[src/rtl/sprite_pkg.sv]
// sprite_pkg: shared sprite-table types, scheduler states and ROM address-width helper
package sprite_pkg;
   localparam int SPR_GLYPH_W = 3;
   localparam int SPR_SIZE_D  = 32;
   typedef struct packed {
      logic [9:0]             x;
      logic [9:0]             y;
      logic [SPR_GLYPH_W-1:0] glyph;
      logic                   vis;
   } sprite_t;
   typedef enum logic [1:0] {IDLE, PEND, COPY} sched_state_t;
   function automatic int addr_w(input int glyph_w, input int size);
      return glyph_w + 2 * $clog2(size);
   endfunction
   localparam int ROM_ADDR_W = addr_w(SPR_GLYPH_W, SPR_SIZE_D);
endpackage

[src/rtl/sprite_hit_unit.sv]
// sprite_hit_unit: bounding-box test of one sprite slot against the current pixel
module sprite_hit_unit
   import sprite_pkg::*;
#(
   parameter int SPR_SIZE = 32,
   parameter int LW       = $clog2(SPR_SIZE)
)(
   input  sprite_t       spr,
   input  logic [12:0]   cx,
   input  logic [12:0]   cy,
   input  logic          video_on,
   output logic          hit,
   output logic [LW-1:0] row,
   output logic [LW-1:0] col
);
   logic [13:0] px, py, x0, y0;
   assign px = {1'b0, cx};
   assign py = {1'b0, cy};
   assign x0 = {4'b0, spr.x};
   assign y0 = {4'b0, spr.y};
   // 14-bit compare: x0+SIZE cannot wrap, so right/bottom overflow clips
   assign hit = spr.vis && video_on && px >= x0 && px < x0 + 14'(SPR_SIZE)
              && py >= y0 && py < y0 + 14'(SPR_SIZE);
   assign row = LW'(py - y0);
   assign col = LW'(px - x0);
endmodule

[src/rtl/sprite_scheduler.sv]
// sprite_scheduler: shares one glyph ROM between prioritised sprites, with vblank-committed sprite table
module sprite_scheduler
   import sprite_pkg::*;
#(
   parameter int N_SPRITES = 8,
   parameter int SPR_SIZE  = 32,
   parameter int GLYPH_W   = SPR_GLYPH_W,
   parameter int ROM_LAT   = 1,
   parameter int IW        = $clog2(N_SPRITES),
   parameter int LW        = $clog2(SPR_SIZE),
   parameter int AW        = addr_w(GLYPH_W, SPR_SIZE)
)(
   input  logic               clk,
   input  logic               rst_n,
   input  logic [12:0]        counterX,
   input  logic [12:0]        counterY,
   input  logic               video_on,
   input  logic               frame_start,
   input  logic               wr_en,
   input  logic [IW-1:0]      wr_idx,
   input  logic [9:0]         wr_x,
   input  logic [9:0]         wr_y,
   input  logic [GLYPH_W-1:0] wr_glyph,
   input  logic               wr_vis,
   input  logic               commit_req,
   output logic               wr_ready,
   output logic               commit_pend,
   output logic [AW-1:0]      rom_addr,
   input  logic [2:0]         rom_color,
   output logic [2:0]         pix_color,
   output logic               pix_hit,
   output logic [IW-1:0]      pix_idx
);
   sched_state_t         state_q, state_d;
   logic [IW-1:0]        cnt_q, cnt_d;
   sprite_t              shadow_q [N_SPRITES];
   sprite_t              shadow_d [N_SPRITES];
   sprite_t              active_q [N_SPRITES];
   sprite_t              active_d [N_SPRITES];
   logic [N_SPRITES-1:0] hit;
   logic [LW-1:0]        row [N_SPRITES];
   logic [LW-1:0]        col [N_SPRITES];
   logic [IW-1:0]        sel;
   logic [AW-1:0]        addr_q, addr_d;
   logic                 hit1_q, hit_o;
   logic [IW-1:0]        idx1_q, idx_o;

   for (genvar i = 0; i < N_SPRITES; i++) begin : g_hit
      sprite_hit_unit #(.SPR_SIZE(SPR_SIZE), .LW(LW)) u_hit (
         .spr(active_q[i]), .cx(counterX), .cy(counterY), .video_on(video_on),
         .hit(hit[i]), .row(row[i]), .col(col[i])
      );
   end

   always_comb begin
      sel = '0;
      for (int k = N_SPRITES - 1; k >= 0; k--) sel = hit[k] ? IW'(k) : sel;
   end
   assign addr_d = |hit ? AW'({active_q[sel].glyph, row[sel], col[sel]}) : '0;

   // shadow write is applied before the copy reads it, so a same-cycle write joins the commit
   always_comb begin
      state_d  = state_q;
      cnt_d    = cnt_q;
      shadow_d = shadow_q;
      active_d = active_q;
      if (wr_en && wr_ready)
         shadow_d[wr_idx] = '{x: wr_x, y: wr_y, glyph: wr_glyph, vis: wr_vis};
      case (state_q)
         IDLE: state_d = commit_req ? PEND : IDLE;
         PEND: state_d = frame_start ? COPY : PEND;
         default: begin
            active_d[cnt_q] = shadow_q[cnt_q];
            cnt_d   = (cnt_q == IW'(N_SPRITES - 1)) ? '0 : cnt_q + 1'b1;
            state_d = (cnt_q == IW'(N_SPRITES - 1)) ? IDLE : COPY;
         end
      endcase
   end

   always_ff @(posedge clk or negedge rst_n) begin
      if (!rst_n) begin
         state_q <= IDLE;
         cnt_q   <= '0;
         for (int k = 0; k < N_SPRITES; k++) begin
            shadow_q[k] <= '0;
            active_q[k] <= '0;
         end
         addr_q  <= '0;
         hit1_q  <= 1'b0;
         idx1_q  <= '0;
      end else begin
         state_q  <= state_d;
         cnt_q    <= cnt_d;
         shadow_q <= shadow_d;
         active_q <= active_d;
         addr_q   <= addr_d;
         hit1_q   <= |hit;
         idx1_q   <= sel;
      end
   end

   if (ROM_LAT == 0) begin : g_comb_rom
      assign hit_o = hit1_q;
      assign idx_o = idx1_q;
   end else begin : g_lat
      logic [ROM_LAT-1:0] hp_q, hp_d;
      logic [IW-1:0]      ip_q [ROM_LAT];
      logic [IW-1:0]      ip_d [ROM_LAT];
      always_comb begin
         hp_d    = ROM_LAT'({hp_q, hit1_q});
         ip_d[0] = idx1_q;
         for (int k = 1; k < ROM_LAT; k++) ip_d[k] = ip_q[k-1];
      end
      always_ff @(posedge clk or negedge rst_n) begin
         if (!rst_n) begin
            hp_q <= '0;
            for (int k = 0; k < ROM_LAT; k++) ip_q[k] <= '0;
         end else begin
            hp_q <= hp_d;
            ip_q <= ip_d;
         end
      end
      assign hit_o = hp_q[ROM_LAT-1];
      assign idx_o = ip_q[ROM_LAT-1];
   end

   assign rom_addr    = addr_q;
   assign pix_hit     = hit_o;
   assign pix_idx     = idx_o;
   assign pix_color   = hit_o ? rom_color : 3'd0;
   assign wr_ready    = state_q != COPY;
   assign commit_pend = state_q != IDLE;
endmodule

[config.mk]
export PLATFORM = sky130hd
export DESIGN_NAME = sprite_scheduler
export DESIGN_NICKNAME = d
export VERILOG_FILES = /design/src/rtl/sprite_pkg.sv /design/src/rtl/sprite_hit_unit.sv /design/src/rtl/sprite_scheduler.sv
export SDC_FILE = /design/constraint.sdc
export NUM_CORES = 1
export LEC_CHECK = 0
export ABC_CLOCK_PERIOD_IN_PS = 4550
export CORE_MARGIN = 2
export CORE_UTILIZATION = 65
export CTS_CLUSTER_DIAMETER = 120
export CTS_CLUSTER_SIZE = 40
export DETAILED_ROUTE_END_ITERATION = 10
export DONT_BUFFER_PORTS = 1
export PLACE_DENSITY = 0.77
export SYNTH_ARGS = -nofsm -noshare
export SYNTH_HDL_FRONTEND = slang
export SYNTH_HIERARCHICAL = 1
export SYNTH_SLANG_ARGS = --single-unit
[constraint.sdc]
create_clock -name clk -period 4.55 [get_ports clk]
set_input_delay 0.6825 -clock clk [delete_from_list [all_inputs] [get_ports clk]]
set_output_delay 0.6825 -clock clk [all_outputs]
set_load 0.01 [all_outputs]
=== Word level (Yosys, flattened, before mapping) ===
Index checks and enable logic that the tools add are counted.

* $add $sub $neg: 33
* Order comparisons: 37
* Equal/unequal tests: 3
* Multiplexer cells: 33
* Bitwise logic cells: 3
* Reductions and logical operators: 47

{| class="wikitable"
|+ Operators with widths
! cell !! count
|-
| 192-bit bitwise mux || 2
|-
| 13-bit by 10-bit greater-or-equal comparator with 1-bit output || 16
|-
| 13-bit by 11-bit < comparator with 1-bit output || 16
|-
| 10-bit by 6-bit adder with 11-bit output, second input constant || 16
|-
| 24-bit binary-select mux with 3-bit select || 2
|-
| 24-bit demux with 3-bit select || 2
|-
| 24-bit two-way mux || 4
|-
| 5-bit subtractor || 16
|-
| 1-bit logical AND || 43
|-
| 5-bit binary-select mux with 3-bit select || 2
|-
| 3-bit two-way mux || 10
|-
| 5-bit two-way mux || 4
|-
| 13-bit two-way mux || 1
|-
| 4-bit greater-or-equal comparator, second input constant || 3
|-
| 3-bit inverter with 4-bit output || 3
|-
| 4-bit by 1-bit < comparator with 1-bit output, second input constant || 2
|-
| 4-bit two-way mux || 2
|-
| 8-bit OR reduction || 1
|-
| 2-bit two-way mux || 2
|-
| 2-bit case mux with 2 select lines || 1
|-
| 3-bit by 1-bit adder with 3-bit output, second input constant || 1
|-
| 3-bit == test, second input constant || 1
|-
| 2-bit by 1-bit == test with 1-bit output, second input constant || 1
|-
| 2-bit logical NOT || 1
|-
| 4 further kinds || 4
|}

* Register bits: 410
* Bits of input ports: 62
* Output and inout bits: 22
* Word-level logic and storage cells: 227

=== Depth between registers and ports, before layout ===
* Depth in word-level cells: 18
* Mapped depth: 17
* Mapped depth without buffers: 14

=== By module ===
Netlist, hierarchy kept.

{| class="wikitable"
|+ By module, submodules not included
! module !! instances !! cells each !! area each (um2) !! sequential area each (um2)
|-
| sprite_scheduler || 1 || 1409 || 18118.6 || 10259.8
|-
| sprite_hit_unit at g_hit[3].u_hit ... || 5 || 150 || 1102.3 || 0.0
|-
| sprite_hit_unit at g_hit[0].u_hit ... || 2 || 147 || 1102.3 || 0.0
|-
| sprite_hit_unit at g_hit[2].u_hit || 1 || 148 || 1099.8 || 0.0
|}

=== Worst setup path before layout ===
OpenSTA, ideal clock, no wires.

* Kind: reg2reg
* Start point: reg active_q[33] (netlist bit)
* End point: reg addr_q[1], in the netlist rom_addr[1]
* Library setup time: 142 ps
* Arrival: 3122 ps
* Data required time: 4408 ps
* Path slack: 1285 ps
* Stages on the path, launching flop included: 18
* Buffers on the path: 3
* Clock period less this slack: 3265 ps
* Cells stage by stage: dfrtp_1 inv_1 nor3_1 nand3_1 ha_1 a22oi_1 o2111ai_1 a21oi_1 nand3_1 nor4b_1 or2_2 buf_2 nand2_1 a21oi_1 buf_4 buf_6 mux2i_1 o221ai_1

* Word-level cells in the longest chain between the ends: 15

{| class="wikitable"
|+ Ends and longest elaborated chain
! what !! line !! text
|-
| start, declared || sprite_scheduler.sv:38 || <nowiki>sprite_t active_q [N_SPRITES];</nowiki>
|-
| start signal, assigned || sprite_scheduler.sv:95 || <nowiki>active_q <= active_d;</nowiki>
|-
| 10-bit by 6-bit adder with 11-bit output / 13-bit by 10-bit greater-or-equal comparator with 1-bit output (equally long branches) || sprite_hit_unit.sv:23 || <nowiki>&& py >= y0 && py < y0 + 14'(SPR_SIZE);</nowiki>
|-
| 13-bit by 11-bit < comparator with 1-bit output / 1-bit logical AND (equally long branches) || sprite_hit_unit.sv:23 ||
|-
| 1-bit logical AND * || sprite_hit_unit.sv:23 ||
|-
| via hit[6] || sprite_scheduler.sv:40 || <nowiki>logic [N_SPRITES-1:0] hit;</nowiki>
|-
| 3-bit two-way mux (7 in series) || sprite_scheduler.sv:57 || <nowiki>for (int k = N_SPRITES - 1; k >= 0; k--) sel = hit[k] ? IW'(k) : sel;</nowiki>
|-
| 3-bit inverter with 4-bit output (not written as such) || sprite_scheduler.sv:59 || <nowiki>assign addr_d = |hit ? AW'({active_q[sel].glyph, row[sel], col[sel]}) : '0;</nowiki>
|-
| 5-bit binary-select mux with 3-bit select || sprite_scheduler.sv:59 ||
|-
| 5-bit two-way mux (not written as such) (2 in series) || sprite_scheduler.sv:59 ||
|-
| 13-bit two-way mux * || sprite_scheduler.sv:59 ||
|-
| via addr_d[1] || sprite_scheduler.sv:44 || <nowiki>logic [AW-1:0] addr_q, addr_d;</nowiki>
|-
| end signal, assigned || sprite_scheduler.sv:96 || <nowiki>addr_q <= addr_d;</nowiki>
|-
| end, declared || sprite_scheduler.sv:44 ||
|}

Mark *: on every way through the listed nets, which the timed path passes. The rest lies on a longest branch. The select of a mux whose other input is x is not followed.
A chain may end at the register's enable or synchronous reset.

=== Final worst setup path ===
* Start point: reg active_q[91] (netlist bit)
* End point: reg addr_q[9], in the netlist rom_addr[9]

* Word-level cells in the longest chain between the ends: 15

{| class="wikitable"
|+ Ends and longest elaborated chain
! what !! line !! text
|-
| 10-bit by 6-bit adder with 11-bit output / 13-bit by 10-bit greater-or-equal comparator with 1-bit output (equally long branches) || sprite_hit_unit.sv:22 || <nowiki>assign hit = spr.vis && video_on && px >= x0 && px < x0 + 14'(SPR_SIZE)</nowiki>
|-
| 13-bit by 11-bit < comparator with 1-bit output / 1-bit logical AND (equally long branches) || sprite_hit_unit.sv:22 ||
|-
| 1-bit logical AND * || sprite_hit_unit.sv:22 ||
|-
| 1-bit logical AND * (2 in series) || sprite_hit_unit.sv:23 ||
|-
| via hit[4] || sprite_scheduler.sv:40 ||
|-
| 3-bit two-way mux (5 in series) || sprite_scheduler.sv:57 ||
|-
| 3-bit inverter with 4-bit output (not written as such) || sprite_scheduler.sv:59 ||
|-
| 5-bit binary-select mux with 3-bit select || sprite_scheduler.sv:59 ||
|-
| 5-bit two-way mux (not written as such) (2 in series) || sprite_scheduler.sv:59 ||
|-
| 13-bit two-way mux * || sprite_scheduler.sv:59 ||
|-
| via addr_d[9] || sprite_scheduler.sv:44 ||
|}

Marks and branches as above.

==> flow_metrics.env <==
export IMPL_clockRootBuffer="clkbuf_16"
export IMPL_min_period_ns=4.323
export IMPL_hold_viol=80
export IMPL_reg2reg_slack_ns=0.23
export IMPL_reg2reg_to="rom_addr[9]"
export IMPL_crit_path_max_fanout=28
export IMPL_synth_area_um2=26930
export IMPL_ff2ff_path_depth=14
export IMPL_hold_slack_ns=-0.1848
export IMPL_met3_usage_pct=4.221
export IMPL_violations="hold timing, slew limit"
export IMPL_post_route_period_util_pct=95.00
export IMPL_power_density_nw_per_um2=685.5
export IMPL_cp_slowest_cell="a21oi_4"
export IMPL_fp_dieArea_um2=43080
export IMPL_met1_usage_pct=46.53
export IMPL_cts_max_level=1
export IMPL_num_vias=20050
export IMPL_power_leakage_nw=12.52
export IMPL_crit_required_ns=4.98
export IMPL_synth_edf_count=0
export IMPL_synth_seq_area_share_pct=38.09
export IMPL_cp_slowest_stage_delay_ns=0.67
export IMPL_insertion_delay_ns=0.56
export IMPL_cap_violations=0
export IMPL_nNetsFinal=2903
export IMPL_drc=0
export IMPL_initial_utilization_pct=65.96
export IMPL_regToRegStartpoint="active_q[91]"
export IMPL_path_cells="ha_1 -> nand3_1 -> xnor2_1 -> ha_1 -> nand3_1 -> nor4_1 -> o21ai_0 -> nor4b_1 -> buf_4 -> nor2_4 -> nand2_1 -> a21oi_4 -> mux2i_1 -> o221ai_1"
export IMPL_setup_worst_path_start_class="flop"
export IMPL_grt_max_degree=411
export IMPL_peakVddDrop_uv=689.1
export IMPL_ys_ff_latch=410
export IMPL_synth_flop_cell="dfrtp_1"
export IMPL_post_drt_wl_per_cell_um=23.46
export IMPL_drv_slew=101
export IMPL_hpwl_mm=50.58
export IMPL_design_core_area_um2=40830
export IMPL_vias_per_cell=6.493
export IMPL_final_cells=3088
export IMPL_async_flop_share_pct=100.0
export IMPL_firstDrtPassIters=5
export IMPL_overflow=0
export IMPL_cts_buffers=15
export IMPL_ctsLongestPathBuffers=3
export IMPL_run_status="complete, but fails checks"
export IMPL_die_width_um=207.6
export IMPL_hold_path_class="primary input to async pin"
export IMPL_met2_usage_pct=54.16
export IMPL_synthCells=2601
export IMPL_clk_pin_slew_worst_paths_ns=0.16
export IMPL_crit_start="active_q[91]"
export IMPL_die_h_um=207.6
export IMPL_worstSetupPathType="flop to flop"
export IMPL_fmax_mhz=231.3
export IMPL_setup_tns_ns=0
export IMPL_synth_net_count=2953
export IMPL_antenna_found_initial=2
export IMPL_synth_warnings=6
export IMPL_rsz0062_at_grt="false"
export IMPL_ios=84
export IMPL_drt_wl_total_mm=72.45
export IMPL_drt_iter0_markers=1964
export IMPL_endpoint="rom_addr[9]"
export IMPL_top_usage_layer="met2"
export IMPL_clock_sinks=410
export IMPL_portBuffers=0
export IMPL_ant_nets=0
export IMPL_dp_cells=3063
export IMPL_cts_tree="built"
export IMPL_synth_cell_types=68
export IMPL_crit_arrival_ns=4.75
export IMPL_n_antenna_cell=0
export IMPL_setup_violations=0
export IMPL_rows=74
export IMPL_synth_area_per_cell_um2=10.36
export IMPL_grt_pass1_wl_mm=113.2
export IMPL_tightestPinTransition_ns=1.724
export IMPL_final_core_util_pct=68.38
export IMPL_fin_skew_ns=0.04559
export IMPL_crit_path_end_kind="flop"
export IMPL_finalWeightedCongestion=0.9658
export IMPL_grt_use_total_pct=33.47
export IMPL_relSlewSlack_pct=-14.94
export IMPL_drive_gt1_share_pct=14.87
export IMPL_syn_to_final_growth_pct=3.656
export IMPL_grt_pass1_vias=20090
## cells by family (layout without fill, tap and decap cells)
| kind of cell | count (synthesis) | count (layout) | share of synthesized area, % |
|---|---|---|---|
| xor gates and xnor gates | 80 | 80 | 2.601 |
| AOI/OAI and AO/OA | 577 | 578 | 13.17 |
| DFF | 410 | 410 | 38.09 |
| buffers and inverters | 354 | 308 | 5.621 |
| and+or+nand+nor | 589 | 589 | 10.94 |
| muxes | 301 | 301 | 15.66 |
| adders and majority gates | 290 | 290 | 13.92 |
## cell usage after synthesis (6+ instances only)
library cell	count	share of area, %
dfrtp_1	410	38
ha_1	274	13
inv_1	244	3.4
a21oi_1	199	3.7
mux2_2	171	7.1
nor2_1	161	2.2
nand2_1	151	2.1
o21ai_0	139	2.6
nand3_1	89	1.7
xnor2_1	72	2.3
nand4_1	56	1.3
mux4_2	48	4.0
clkbuf_1	44	0.61
a31oi_1	42	0.98
buf_2	39	0.72
mux2i_1	37	1.4
o21a_1	36	1.0
o211ai_1	35	0.98
a21o_1	24	0.67
nor3_1	24	0.45
mux2i_4	23	1.9
mux2_4	20	1.1
o2111ai_1	19	0.62
nor2b_1	17	0.39
fa_1	16	1.2
nor4_1	14	0.33
buf_4	13	0.36
o221ai_1	13	0.42
o31a_1	11	0.36
a211oi_2	9	0.42
or2_2	9	0.21
a22oi_1	8	0.22
a41o_1	8	0.30
nand2b_1	8	0.19
or4_4	8	0.33
xor2_1	8	0.26
and3_1	7	0.16
buf_6	7	0.29
nor4bb_1	7	0.26
a211oi_1	6	0.17
nor3b_1	6	0.17
o22ai_1	6	0.14
## worst max-delay path: cells and delay by family, from the launching register on
kind / cells / cell delay (ns)
AO/OA/AOI/OAI: 3 / 0.97
XOR/XNOR: 1 / 0.15
adder cells (fa/ha/maj): 2 / 0.52
buffers and inverters: 1 / 0.17
flip-flops: 1 / 0.45
multiplexers: 1 / 0.29
AND/OR/NAND/NOR: 6 / 1.62
## timing repair
item	4_1_cts	5_1_grt
gates resized for setup	0	1
buffers inserted	0	2
setup endpoints to repair	0	13
endpoints found under the hold margin	410	410
## metal layers
| layer | wire [µm] | vias to the layer above |
|---|---|---|
| met1 | 31220 | 9941 |
| met2 | 33540 | 706 |
| li1 | - | 9271 |
| met4 | 2843 | 0 |
| met5 | 0 | - |
| met3 | 4846 | 132 |
## how the worst min path moves through the flow
stage	end	slack (ns)	cells past startpoint
after CTS	active_q[96]	-0.20	0
after global placement	pix_hit	0.34	0
after floorplan	pix_hit	0.33	0
after global routing	pix_idx[1]	-0.20	0
final	pix_hit	-0.18	0
after detailed placement	pix_hit	0.34	0
## state kept, by name, indices dropped and copies added (netlist names)
signal / flops
pix_idx: 3
cnt_q: 3
pix_hit: 1
g_lat.ip_d: 3
state_q: 2
rom_addr: 13
active_q: 192
shadow_q: 192
g_lat.hp_d: 1
## layout make-up
type                       instances  area [µm²]
multi-input combinational       1838       15250
fill                            3083       12910
sequential                       410       10260
inverter                         245       922.1
tap                              532       665.6
clock buffer                      17       382.9
timing repair buffer              41       345.3
clock inverter                     5       87.58
## metrics by stage
step                total power [mW]  worst slack (ns)  instance area, µm²
floorplan                      14.14             1.285               26930
global placement               16.64            0.1534               27410
detailed placement             17.13          -0.03469               27410
CTS                            18.98           0.04315               27880
global route                   20.48           0.07860               27920
finish                         19.14            0.2274               27920
## power breakdown
group,internal (mW),total [mW],switching [mW]
Sequential,5.32,6.68,1.35
Clock,0.652,1.84,1.19
Combinational,4.66,10.6,5.96
Total,10.6,19.1,8.51
## placed cells by master (no fill, tap or decap), drive strengths merged, types with 11 or more instances in the layout
master   count
fa          16
nor3        25
mux2i       60
nor2       162
nand4       56
xnor2       72
ha         274
mux4        48
dfrtp      410
o21a        36
o211ai      35
nand3       90
o2111ai     19
inv        246
nand2      152
a21oi      200
o221ai      13
nor2b       17
mux2       193
o31a        11
a211oi      15
a21o        29
buf         41
nor4        14
clkbuf      17
o21ai      144
a31oi       42
No activity file was read; power rests on OpenSTA's default activity.
